==> src/rtl/gpu_cmd_master.sv <==
// gpu_cmd_master: host-side initiator that serialises buffered write/read requests onto the GPU command bus.
// Latency: a write occupies the bus for 3*CLK_DIV cycles; a read for (3+2*READ_WAIT)*CLK_DIV, with the response pulse as it enters its last cmd_clk high phase.
// Backpressure: req_ready_out drops while the request FIFO is full (taken from the registered count), and the bus takes one FIFO entry per transaction.
//
// Ports: host request (req_*_in / req_ready_out), read response (rsp_*_out), busy_out,
//        GPU command bus split into drive/enable/input triples for the pad ring
//        (cmd_clk_out, cmd_inout_out, command_out/_oe_out, commandData_out/_oe_out/_in).
// Optional macro GPU_CMD_STATS_EN adds wr_count_out / rd_count_out completed-transaction counters.
module gpu_cmd_master #(
    parameter int CLK_DIV    = 2,
    parameter int READ_WAIT  = 2,
    parameter int FIFO_DEPTH = 4
) (
    input  logic        sys_clk_in,
    input  logic        reset_n_in,
    input  logic        req_valid_in,
    output logic        req_ready_out,
    input  logic        req_read_in,
    input  logic [15:0] req_cmd_in,
    input  logic [15:0] req_data_in,
    output logic        rsp_valid_out,
    output logic [15:0] rsp_cmd_out,
    output logic [15:0] rsp_data_out,
    output logic        busy_out,
    output logic        cmd_clk_out,
    output logic        cmd_inout_out,
    output logic [15:0] command_out,
    output logic        command_oe_out,
    output logic [15:0] commandData_out,
    output logic        commandData_oe_out,
    input  logic [15:0] commandData_in
`ifdef GPU_CMD_STATS_EN
    ,
    output logic [15:0] wr_count_out,
    output logic [15:0] rd_count_out
`endif
);

    localparam int PW = (FIFO_DEPTH > 1) ? $clog2(FIFO_DEPTH) : 1;
    localparam int CW = $clog2(FIFO_DEPTH) + 1;
    localparam int DW = (CLK_DIV > 1) ? $clog2(CLK_DIV) : 1;
    localparam int EW = $clog2(READ_WAIT + 1) + 1;

    typedef struct packed {
        logic        rd;
        logic [15:0] cmd;
        logic [15:0] data;
    } req_t;

    typedef enum logic [2:0] {IDLE, SETUP, CMD_HI, RD_LO, RD_HI, TAIL} state_t;

    // ---------------- request FIFO ----------------
    req_t          mem_q [FIFO_DEPTH];
    logic [PW-1:0] wr_ptr_q, rd_ptr_q;
    logic [CW-1:0] count_q, count_d;
    logic          push, pop;
    req_t          head;
    state_t        state_q;

    assign req_ready_out = (count_q != CW'(FIFO_DEPTH));
    assign push          = req_valid_in && req_ready_out;
    assign pop           = (state_q == IDLE) && (count_q != '0);
    assign head          = mem_q[rd_ptr_q];
    assign busy_out      = (state_q != IDLE) || (count_q != '0);

    always_comb begin
        count_d = count_q;
        if (push && !pop)
            count_d = count_q + CW'(1);
        else if (!push && pop)
            count_d = count_q - CW'(1);
    end

    // Storage needs no reset: an entry is only read after it has been written.
    always_ff @(posedge sys_clk_in) begin
        if (push)
            mem_q[wr_ptr_q] <= '{rd: req_read_in, cmd: req_cmd_in, data: req_data_in};
    end

    always_ff @(posedge sys_clk_in) begin
        if (!reset_n_in) begin
            wr_ptr_q <= '0;
            rd_ptr_q <= '0;
            count_q  <= '0;
        end else begin
            if (push)
                wr_ptr_q <= (wr_ptr_q == PW'(FIFO_DEPTH - 1)) ? '0 : wr_ptr_q + PW'(1);
            if (pop)
                rd_ptr_q <= (rd_ptr_q == PW'(FIFO_DEPTH - 1)) ? '0 : rd_ptr_q + PW'(1);
            count_q <= count_d;
        end
    end

    // ---------------- bus sequencer ----------------
    logic [DW-1:0] div_q;
    logic [EW-1:0] redge_q, redge_nxt;
    req_t          lat_q;
    logic          cmd_clk_q, cmd_inout_q, command_oe_q, cdata_oe_q, rsp_valid_q;
    logic [15:0]   command_q, cdata_q, rsp_cmd_q, rsp_data_q;
    logic          tc;
`ifdef GPU_CMD_STATS_EN
    logic [15:0]   wr_cnt_q, rd_cnt_q;
`endif

    assign tc        = (div_q == DW'(CLK_DIV - 1));
    assign redge_nxt = redge_q + EW'(1);

    always_ff @(posedge sys_clk_in) begin
        if (!reset_n_in) begin
            state_q      <= IDLE;
            div_q        <= '0;
            redge_q      <= '0;
            lat_q        <= '0;
            cmd_clk_q    <= 1'b0;
            cmd_inout_q  <= 1'b0;
            command_oe_q <= 1'b0;
            cdata_oe_q   <= 1'b0;
            command_q    <= '0;
            cdata_q      <= '0;
            rsp_valid_q  <= 1'b0;
            rsp_cmd_q    <= '0;
            rsp_data_q   <= '0;
`ifdef GPU_CMD_STATS_EN
            wr_cnt_q     <= '0;
            rd_cnt_q     <= '0;
`endif
        end else begin
            rsp_valid_q <= 1'b0;
            div_q       <= tc ? '0 : div_q + DW'(1);
            case (state_q)
                IDLE: begin
                    div_q <= '0;
                    if (pop) begin
                        lat_q        <= head;
                        state_q      <= SETUP;
                        command_oe_q <= 1'b1;
                        command_q    <= head.cmd;
                        cmd_inout_q  <= !head.rd;
                        cdata_oe_q   <= !head.rd;
                        cdata_q      <= head.rd ? 16'h0 : head.data;
                    end
                end
                SETUP: if (tc) begin
                    state_q   <= CMD_HI;
                    cmd_clk_q <= 1'b1;
                    redge_q   <= '0;
                end
                CMD_HI: if (tc) begin
                    cmd_clk_q <= 1'b0;
                    if (lat_q.rd) begin
                        state_q <= RD_LO;
                    end else begin
                        state_q <= TAIL;
`ifdef GPU_CMD_STATS_EN
                        wr_cnt_q <= wr_cnt_q + 16'd1;
`endif
                    end
                end
                RD_LO: if (tc) begin
                    state_q   <= RD_HI;
                    cmd_clk_q <= 1'b1;
                    redge_q   <= redge_nxt;
                    // Sample on the same sys_clk edge that raises the final read edge.
                    if (redge_nxt == EW'(READ_WAIT)) begin
                        rsp_valid_q <= 1'b1;
                        rsp_data_q  <= commandData_in;
                        rsp_cmd_q   <= lat_q.cmd;
                    end
                end
                RD_HI: if (tc) begin
                    cmd_clk_q <= 1'b0;
                    if (redge_q == EW'(READ_WAIT)) begin
                        state_q <= TAIL;
`ifdef GPU_CMD_STATS_EN
                        rd_cnt_q <= rd_cnt_q + 16'd1;
`endif
                    end else begin
                        state_q <= RD_LO;
                    end
                end
                TAIL: if (tc) begin
                    // Drive values were held through TAIL for GPU hold time; release now.
                    state_q      <= IDLE;
                    cmd_inout_q  <= 1'b0;
                    command_oe_q <= 1'b0;
                    cdata_oe_q   <= 1'b0;
                    command_q    <= '0;
                    cdata_q      <= '0;
                end
                default: state_q <= IDLE;
            endcase
        end
    end

    assign rsp_valid_out      = rsp_valid_q;
    assign rsp_cmd_out        = rsp_cmd_q;
    assign rsp_data_out       = rsp_data_q;
    assign cmd_clk_out        = cmd_clk_q;
    assign cmd_inout_out      = cmd_inout_q;
    assign command_out        = command_q;
    assign command_oe_out     = command_oe_q;
    assign commandData_out    = cdata_q;
    assign commandData_oe_out = cdata_oe_q;
`ifdef GPU_CMD_STATS_EN
    assign wr_count_out       = wr_cnt_q;
    assign rd_count_out       = rd_cnt_q;
`else
    // Statistics counters are absent in this build.
`endif

endmodule

==> config.mk <==
export PLATFORM = sky130hd
export DESIGN_NAME = gpu_cmd_master
export DESIGN_NICKNAME = d
export VERILOG_FILES = /design/src/rtl/gpu_cmd_master.sv
export SDC_FILE = /design/constraint.sdc
export NUM_CORES = 1
export LEC_CHECK = 0
export CORE_AREA = 5 5 160 162
export CTS_CLUSTER_SIZE = 14
export DETAILED_ROUTE_END_ITERATION = 8
export DIE_AREA = 0 0 165 167
export GPL_TIMING_DRIVEN = 0
export PLACE_DENSITY = 0.59
export SLEW_MARGIN = 20
export SYNTH_ARGS = -nofsm -noshare
export SYNTH_HDL_FRONTEND = slang
export SYNTH_SLANG_ARGS = --single-unit
==> constraint.sdc <==
create_clock -name sys_clk_in -period 3 [get_ports sys_clk_in]
set_input_delay 0.6 -clock sys_clk_in [delete_from_list [all_inputs] [get_ports sys_clk_in]]
set_output_delay 0.6 -clock sys_clk_in [all_outputs]
set_load 0.01 [all_outputs]
Yosys cells after proc, flatten, opt, wreduce, memory -nomap -nowiden
Memory sizes are Yosys's and may differ from the RTL's. A register that Yosys moved wholly into a read port is not among the register bits.
Index checks and enable logic that the tools add are counted.
- memories kept: 1
- input bits: 52
- memory bits (writable): 132
- flip-flop bits (word level): 99
- output and inout port bits: 71
- word-level logic and storage cells: 100
- memories (memory ; depth ; bits a word ; rd ports ; clocked after Yosys merged registers in ; write ports ; RTL line ; RTL):
    mem_q ; 4 ; 33 ; 1 ; 1 ; 1 ; 53 ; req_t mem_q [FIFO_DEPTH];
- bitwise gates (word level): 1
- equality and inequality tests: 18
- add/subtract/negate cells: 6
- mux-type cells: 33
- reduce and logical (&&, ||, !) cells: 25
- operators with widths (cell ; count):
    2-to-1 mux 16 bit ; 4
    one-hot mux 16 bit (2 select lines) ; 2
    2-to-1 mux 3 bit ; 11
    one-hot mux 3 bit (6 select lines) ; 1
    AND reduction 3 bit ; 5
    equality test 3 x 2 -> 1 bit, second input constant ; 4
    != test 2 bit, second input constant ; 6
    2-to-1 mux 2 bit ; 4
    nonzero test 2 bit ; 4
    2-to-1 mux 1 bit ; 7
    adder 3 x 1 -> 3 bit, second input constant ; 2
    equality test 3 bit, second input constant ; 2
    one-hot mux 1 bit (2 select lines) ; 3
    one-hot mux 3 bit (2 select lines) ; 1
    AND reduction 6 bit ; 1
    nonzero test 3 bit ; 2
    adder 2 x 1 -> 2 bit, second input constant ; 2
    equality test 2 bit, second input constant ; 2
    logical AND 1 bit ; 4
    != test 2 x 1 -> 1 bit, second input constant ; 2
    OR reduction 2 bit ; 2
    equality test 3 x 1 -> 1 bit, second input constant ; 1
    zero test 1 bit ; 3
    zero test 3 bit ; 1
    other kinds (7) ; 7

Depth between registers and ports, before layout
Gate-level depths: netlist (run 1).
- depth after elaboration: 6
- mapped depth: 11
- gate-level depth less buffers: 9

Worst setup path before layout (run 1)
No wires, ideal clock.
- path kind: register to register
- from: reg count_q[0]
- to: reg count_q[2]
- stages on the path, launching flop included: 12
- library setup time: 0.076 ns
- data arrival time: 2.393 ns
- slack: 0.531 ns
- buffers on the path: 2
- required time: 2.924 ns
- clock period less this slack: 2.469 ns
- path through: dfxtp_1 or3_4 and2_4 clkinv_2 buf_6 buf_6 ha_1 inv_1 fa_1 xor2_1 or3_1 a21boi_0
- cells in the longest elaborated chain, start to end: 5
- elaborated cells between the ends (all ways): 13
- those cells by class: 2 x add/sub; 1 x eq/ne; 2 x mux; 8 x reduce/logical
- ends and longest elaborated chain (what ; RTL line ; RTL):
    start, declared ; 55 ; logic [CW-1:0] count_q, count_d;
    start signal, assigned ; 90 ; count_q <= count_d;
    branches (longest 5 deep; another with subtractor 3 x 1 -> 3 bit) ; -- ;
Several ways; the timed one is not identified. The select of a mux whose other input is x is not followed.
A chain may end at the register's enable or synchronous reset.

Worst setup path in the final report (run 1)
Same ends and word-level chain as after synthesis.

==> flow_metrics.tcl, run 1 <==
set metrics [dict create \
    finalCritPeriodShare_pct 88.8 \
    die_x_um 165 \
    utilization_pct 47.4 \
    htree_levels 1 \
    synthCells 635 \
    synth_nets 697 \
    dominantRegCellSynth "edfxtp_1" \
    clock_latency_ns 0.50 \
    drive_above_1_share_pct 15.3 \
    final_cells 1128 \
    hold_start "lat_q[29]$_SDFFE_PN0P_" \
    ys_ff_latch 233 \
    diodes 0 \
    relSlewSlack_pct 53.5 \
    grt.busiest_layer "met2" \
    crit_arrival_ns 3.10 \
    syn2layout_area_growth_pct 27.3 \
    power_density_nw_per_um2 854 \
    yosys_warnings 0 \
    viasPerCell 4.76 \
    place_area_um2 10600 \
    crit_type "reg2reg" \
    cts_made_buffers 24 \
    tightest_slew_ns 0.697 \
    power_mw 9.69 \
    power_leakage_nw 3.84 \
    place.gp.congestion 0.760 \
    gr-usage-met1_pct 16.9 \
    cp_data_required_time_ns 3.43 \
    port_buffers 121 \
    initialDrtViolationCount 175 \
    fmax_mhz 375 \
    drv_slew 0 \
    cap_viol_max_count 0 \
    antenna_found_initial 0 \
    io_pins 123 \
    antenna_left 0 \
    synth_cell_types 46 \
    placed_cells 1084 \
    design_area_um2 11300 \
    fin_ws_ns 0.335 \
    final_common_cell "nand2_1" \
    startpoint_type "register" \
    path_clk_slew_ns 0.06 \
    status "completed" \
    gr-usage-all-layers_pct 13.6 \
    hold_depth 2 \
    vdd.ir_drop.worst_mv 0.470 \
    dp_hpwl_mm 13.9 \
    grt_overflow 0 \
    hold_buffers 0 \
    fin_setup_tns_ns 0 \
    hold_path_class "reg2reg" \
    cp-end-kind "register" \
    worst-r2r-cell-count 11 \
    synth_edf_count 132 \
    mostFrequentLayoutCells "138 x nand2_1, 132 x edfxtp_1, 121 x clkdlybuf4s50_1, 101 x dfxtp_1, 39 x a21boi_0" \
    initial_core_util_pct 37.2 \
    fill_cells 2154 \
    use_met2_pct 24.2 \
    ys_async_sr_fraction_pct 0 \
    synth_area_um2 8910 \
    place_ws_ns 0.334 \
    cts_tree "built" \
    dieArea_um2 27600 \
    clk_path_buf_depth 3 \
    drc 0 \
    wl_per_cell_um 16.8 \
    rsz0062_at_grt "no" \
    finClkSkew_ns 0.00929 \
    ys_seq_area_share_pct 67.1 \
    totalWireLength_mm 19.0 \
    syn_avg_cell_area_um2 14.0 \
    drt_pass1_iterations 4 \
    worstReg2RegStart "count_q[0]$_SDFFE_PN0P_" \
    gr-usage-met3_pct 2.27 \
    min_period_ns 2.67 \
    setup_viol 0 \
    startpoint "count_q[0]$_SDFFE_PN0P_" \
    hold_violations 0 \
    grt_max_degree 22 \
    postCtsSetupRepairBufs 0 \
    rows 57 \
    final_net_count 848 \
    vias 5365 \
    critPathMaxFanout 10 \
    chipHeight_um 167 \
    holdWs_ns 0.455 \
    grt_pass1_vias 5660 \
    root_buffer "clkbuf_16" \
    cts.sinks 233 \
    core_area_um2 24000 \
    grt_pass1_wl_mm 30.0 \
    ctsResizeCount 0 \
]
-- cell type report --
cell class / instances / area (um2) / area share [%]
plain buffers: 41 / 249 / 2.19
repair buffers: 125 / 1290 / 11.4
clock inverters: 10 / 52.6 / 0.463
multi-input cells: 354 / 2660 / 23.4
inverters: 7 / 27.5 / 0.243
well taps: 324 / 405 / 3.57
flip-flops and latches: 233 / 5990 / 52.7
clock buffers: 34 / 681 / 6.00
-- routing by layer --
metal  part of all wire, %  vias to the layer above
met2                    50                      121
li1                      -                     2599
met1                    43                     2610
met5                     0                        -
met4                   2.3                        0
met3                   4.9                       35
-- sequential cells by signal (all words and copies together) (netlist names), named ones only --
name / count
rsp_cmd_out: 16
rsp_data_out: 16
rd_ptr_q: 2
command_out: 16
mem_q: 132
rsp_valid_out: 1
commandData_out: 16
redge_q: 3
div_q: 1
wr_ptr_q: 2
cmd_clk_out: 1
commandData_oe_out: 1
lat_q: 17
count_q: 3
state_q: 3
command_oe_out: 1
-- cells in the mapped netlist, types with 4 or more instances --
library cell  number  share of area (%)
nand2_1          138                5.8
edfxtp_1         132                 44
dfxtp_1          101                 23
a21boi_0          39                3.3
mux4_2            32                8.1
a21boi_1          23                1.9
o21ai_0           20                1.1
nand4_1           16                1.1
clkbuf_1          15               0.63
a21boi_2          10                1.3
buf_4             10               0.84
buf_2              9               0.51
ha_1               9                1.3
nor2b_1            9               0.63
and3_1             6               0.42
buf_6              6               0.76
inv_1              6               0.25
nor2_1             5               0.21
a21oi_1            4               0.22
mux2i_1            4               0.45
nor3b_1            4               0.34
-- critical path, stage by stage, from the launching register on --
cell,delay [ns]
dfxtp_1,0.37
or3_4,0.43
and2_4,0.18
clkinv_2,0.06
buf_6,0.14
buf_6,0.15
ha_1,0.19
inv_1,0.06
fa_1,0.37
xor2_1,0.18
or3_1,0.31
a21boi_0,0.15
-- where the power goes --
group          internal [mW]  switching, mW  leakage [nW]
logic                   1.38           1.44          1.44
registers               3.89          0.269          2.03
clock network           1.58           1.14         0.362
total                   6.85           2.84          3.84
-- final timing paths --
| path | end | slack (ns) |
|---|---|---|
| max | count_q[2]$_SDFFE_PN0P_ | 0.33 |
| min | rsp_cmd_out[13]$_SDFFE_PN0P_ | 0.46 |
| max reg2reg | count_q[2]$_SDFFE_PN0P_ | 0.33 |
| min reg2reg | rsp_cmd_out[13]$_SDFFE_PN0P_ | 0.46 |
-- kinds of logic (layout without fill, tap and decap cells) --
family / Yosys count / in the layout / share of synthesized area (%)
flops: 233 / 233 / 67.1
simple gates: 199 / 199 / 10.5
compound gates: 103 / 103 / 8.52
buf+inv: 48 / 217 / 3.10
mux: 39 / 39 / 8.95
fa+ha+maj: 10 / 10 / 1.49
xor+xnor: 3 / 3 / 0.295
Note: power is estimated with default switching activity, not from simulation.
==> run 2: changes to the inputs <==
Settings changed: GPL_ROUTABILITY_DRIVEN set to 0.
==> results of run 2 <==
Same layout as run 1: the final DEF is identical, and so are final timing and power.
==> run 3: changes to the inputs <==
==> constraint.sdc (replaced) <==
create_clock -name sys_clk_in -period 3 [get_ports sys_clk_in]
set_input_delay 0.3 -clock sys_clk_in [delete_from_list [all_inputs] [get_ports sys_clk_in]]
set_output_delay 0.3 -clock sys_clk_in [all_outputs]
set_load 0.01 [all_outputs]
==> results of run 3 <==
Same layout as run 1 (identical final DEF). Status: completed.
Main changes from that run: setup slack after placement 0.334 ns -> 0.346 ns; hold slack 0.455 ns -> 0.362 ns; end point of the worst hold path rsp_cmd_out[13]$_SDFFE_PN0P_ -> rsp_data_out[0]$_SDFFE_PN0P_
